$ cat src/rtl/snvs_lp_zmk_ecc_chk_pkg.sv
// Shared SNVS parameters for the ZMK ECC checker: FSM states and data widths.
package snvs_lp_zmk_ecc_chk_pkg;

  localparam int ECC_W  = 9;
  localparam int WORD_W = 32;

  typedef enum logic [1:0] {
    IDLE = 2'd0,
    SCAN = 2'd1,
    CMP  = 2'd2,
    DONE = 2'd3
  } zmk_ecc_state_e;

endpackage

$ cat src/rtl/snvs_lp_zmk_ecc_chk_fold.sv
// Folds one 32-bit key word into its 9-bit ECC contribution.
module snvs_lp_zmk_ecc_fold
  import snvs_lp_zmk_ecc_chk_pkg::*;
(
  input  logic [WORD_W-1:0] i_word,
  input  logic              i_odd,
  output logic [ECC_W-1:0]  o_fold
);

  // Byte XOR feeds ecc[7:0]; only odd-indexed words feed the parity bit.
  assign o_fold = {i_odd & (^i_word),
                   i_word[31:24] ^ i_word[23:16] ^ i_word[15:8] ^ i_word[7:0]};

endmodule

$ cat config.mk
export PLATFORM = sky130hd
export DESIGN_NAME = snvs_lp_zmk_ecc_fold
export DESIGN_NICKNAME = d
export VERILOG_FILES = /design/src/rtl/snvs_lp_zmk_ecc_chk_pkg.sv /design/src/rtl/snvs_lp_zmk_ecc_chk_fold.sv
export SDC_FILE = /design/constraint.sdc
export NUM_CORES = 1
export LEC_CHECK = 0
export CORE_AREA = 5 5 42 44
export DETAILED_ROUTE_END_ITERATION = 16
export DIE_AREA = 0 0 47 49
export PLACE_DENSITY = 0.86
export SYNTH_ARGS = -nofsm -noshare
export SYNTH_HDL_FRONTEND = slang
export SYNTH_SLANG_ARGS = --single-unit
$ cat constraint.sdc
create_clock -name vclk -period 1.65
set_input_delay 0.165 -clock vclk [all_inputs]
set_output_delay 0.165 -clock vclk [all_outputs]
set_load 0.1 [all_outputs]
Word-level counts from Yosys, hierarchy flattened
Index checks and enable logic that the tools add are counted.
{"block": "word_totals", "regBits": 0, "out_inout_bits": 9, "in_bits": 33, "word_cells": 5}
{"block": "op_classes", "n_reduce_logical": 1, "n_bitwise": 4}
{"op": "$reduce_xor A32 Y1", "n": 1}
{"op": "$xor A8 B8 Y8", "n": 3}
{"op": "$and A1 B1 Y1", "n": 1}

Logic depth before layout (Yosys ltp)
{"block": "logic_depth", "depth_word": 3, "ltp_mapped": 6, "depth_no_buf": 6}

Worst setup path after synthesis
OpenSTA, ideal clock, no wires.
{"block": "synth_path", "path_kind": "input-to-output", "startpoint": "input i_word[12]", "endpoint": "output o_fold[8]", "path_slack_ps": -2064, "arrival_ps": 3549, "required_ps": 1485, "n_path_buf": 0, "cell_stages": 5, "path_cell_list": "xor2_1 xnor2_1 xor3_1 xnor3_1 and2_1"}
{"block": "synth_via", "elab_chain_len": 2}
{"element": "start, declared", "line": "snvs_lp_zmk_ecc_chk_fold.sv:5", "text": "input logic [WORD_W-1:0] i_word,"}
{"element": "$reduce_xor A32 Y1", "line": "snvs_lp_zmk_ecc_chk_fold.sv:11", "text": "assign o_fold = {i_odd & (^i_word),"}
{"element": "$and A1 B1 Y1", "line": "snvs_lp_zmk_ecc_chk_fold.sv:11"}
{"element": "end, declared", "line": "snvs_lp_zmk_ecc_chk_fold.sv:7", "text": "output logic [ECC_W-1:0] o_fold"}
No other way between the ends.

Worst setup path after layout
{"block": "layout_path", "startpoint": "input i_word[28]", "endpoint": "output o_fold[8]"}
Same word-level chain as after synthesis.

==> impl_metrics.csv <==
group,metric,value,unit
power_and_ir_drop,pwr-share-seq,0,
worst_setup_path,cp.required,1480,ps
sta,setup_viol_count_final,1,
sta,fin_crit_sh,1.12,
floorplan,fp-row-count,14,
worst_setup_path,arrival,1690,ps
finish,fill_cells,53,
worst_setup_path,critPathKind,"input pin to primary output",
drt,drtAntennaViolNets,0,
logic_synthesis,synth-seq-area-share,0,
grt,grt_max_degree,3,
finish,layout_commonest_cell,"buf_4",
power_and_ir_drop,switchingPower,0.000742,W
hold_path,min_from,"i_word[4]",
worst_setup_path,crit_family,"XOR/XNOR gates",
logic_synthesis,synth_area,289,µm²
logic_synthesis,synth_top_cell_by_area,"xnor2_1",
sta,rsz0062_at_grt,"yes",
placement,dpl-instance-area,1050,µm²
grt,grt_pass1_vias,494,
floorplan,die_y,49,µm
worst_setup_path,cp-start-kind,"input pin",
finish,seq_area,0,µm²
logic_synthesis,synth_cell_types,5,
power_and_ir_drop,combPwrFrac,1.000,
finish,final_area,1290,µm²
power_and_ir_drop,powerDensity,1080,nW/µm²
floorplan,die_area,2300,µm²
finish,final.clkbuf_count,0,
logic_synthesis,synth_area_per_cell,9.63,µm²
floorplan,start_util,0.206,
finish,layout-area-overhead-vs-synth,345,%
worst_setup_path,crit_chain,"clkbuf_2, xnor2_4, xnor2_4, xor3_1, xnor3_1, and2_4, buf_12",
power_and_ir_drop,p_sw_frac,0.533,
drt,drcViolationCount,0,
sta,layout_min_cycle_time,1850,ps
finish,fin_nets,121,
finish,seq_cells,0,
finish,final_cell_mix,"16 x buf_4, 13 x dlymetal6s2s_1, 11 x xnor2_4",
power_and_ir_drop,intPower,0.000649,W
worst_setup_path,crit_path_max_incr_delay,460,ps
power_and_ir_drop,leakagePower,0.667,nW
worst_setup_path,path_max_fanout,2,
sta,clock.fmax,540,MHz
power_and_ir_drop,vdd_drop_max,0.814,mV
power_and_ir_drop,power.total,0.00139,W
finish,multi_input_area,644,µm²
placement,place.gp.congestion,0.630,
grt,globalRouteTotalUtil,0.139,
sta,finalMaxSlewViolations,0,
placement,dp_hpwl,1100,µm
sta,tightest_slew,296,ps
logic_synthesis,yosysTopAreaCellShare,0.515,
grt,antenna_found_initial,0,
outcome,status,"finished, violations left",
logic_synthesis,yosysWarnings,0,
worst_setup_path,cp_num_buf_inv,2,
floorplan,die_width,47,µm
sta,postLayoutSetupSlackWorst,-201,ps
power_and_ir_drop,clockPowerShare,0,
logic_synthesis,ys_top_cells_by_area,"xnor2_1 52%, xor2_1 30%, xor3_1 8.2%",
finish,post-route-util,0.918,
drt,post_drt_wl_per_cell,17.1,µm
drt,dr_total_vias,411,
finish,drive_gt1_frac,0.802,
placement,numPortBuffers,42,
worst_setup_path,cp-end-kind,"primary output",
logic_synthesis,syn_nets,63,
sta,report.final.hold_viol_count,0,
drt,firstDrtPassIters,2,
finish,diodes,0,
worst_setup_path,cp_slowest_cell,"xor3_1",
worst_setup_path,crit_start,"i_word[28]",
worst_setup_path,cpMostUsedCell,"xnor2_4",
job,cap_violations,0,
hold_path,holdCritPathClass,"input pin to primary output",
floorplan,core,1400,µm²
floorplan,io_pins,42,
sta,max-slew-margin-rel,0.801,
drt,drt-total-wl,1740,µm
grt,grt_remaining_overflow,0,
logic_synthesis,synth_cells,30,
grt,grt_pass1_wl,2300,µm
drt,drtIter0Drc,1,
outcome,violations,"setup timing",
drt,viasPerCell,4.03,
## final timing paths
kind	endpoint	slack (ps)	depth (start not counted)
worst max-delay path	o_fold[8]	-200	7
worst min-delay path	o_fold[4]	900	5
## Yosys cell counts
master and count:
and2_1 1, xnor2_1 17, xnor3_1 1, xor2_1 10
xor3_1 1
## logic make-up (layout without fill, tap and decap cells)
kind of cell              Yosys count  after routing  share of synthesized area
xor gates and xnor gates           29             29                      0.978
and+or+nand+nor                     1              1                     0.0217
buffers and inverters               0             56                          0
## cell type report
cell class / instances / area share
tap: 16 / 0.0156
timing repair buffer: 56 / 0.483
multi-input combinational: 30 / 0.501
## metal layers
layer	vias up	global-route usage	share of wire
met5	-	0	0
met4	0	0	0.017
met3	2	0.00369	0.056
met2	20	0.326	0.66
met1	190	0.116	0.27
li1	199	-	-
## what timing repair did
| action | CTS | global route |
|---|---|---|
| resized for setup | 77 | 50 |
| gates cloned | 0 | 0 |
| pin swaps | 21 | 23 |
| setup buffers | 3 | 3 |
| setup endpoints to repair | 2 | 2 |
| hold buffers | 0 | 0 |
## power groups by stage
stage / registers (W) / logic [W] / clock network [W]
after floorplan: 0 / 0.000798 / 0
after global placement: 0 / 0.00125 / 0
after detailed placement: 0 / 0.00127 / 0
after CTS: 0 / 0.00136 / 0
after global routing: 0 / 0.00144 / 0
final: 0 / 0.00139 / 0
## per-stage QoR
| step | hold WS, ps | instances | TNS, ps | setup slack (ps) |
|---|---|---|---|---|
| 2_1_floorplan | 568 | 30 | -570 | -570 |
| 3_3_place_gp | 1050 | 98 | -592 | -592 |
| 3_5_place_dp | 1060 | 98 | -659 | -635 |
| 4_1_cts | 925 | 100 | -465 | -465 |
| 5_1_grt | 926 | 102 | -242 | -242 |
| 6_report | 903 | 102 | -201 | -201 |
No activity file was read; power rests on OpenSTA's default activity.
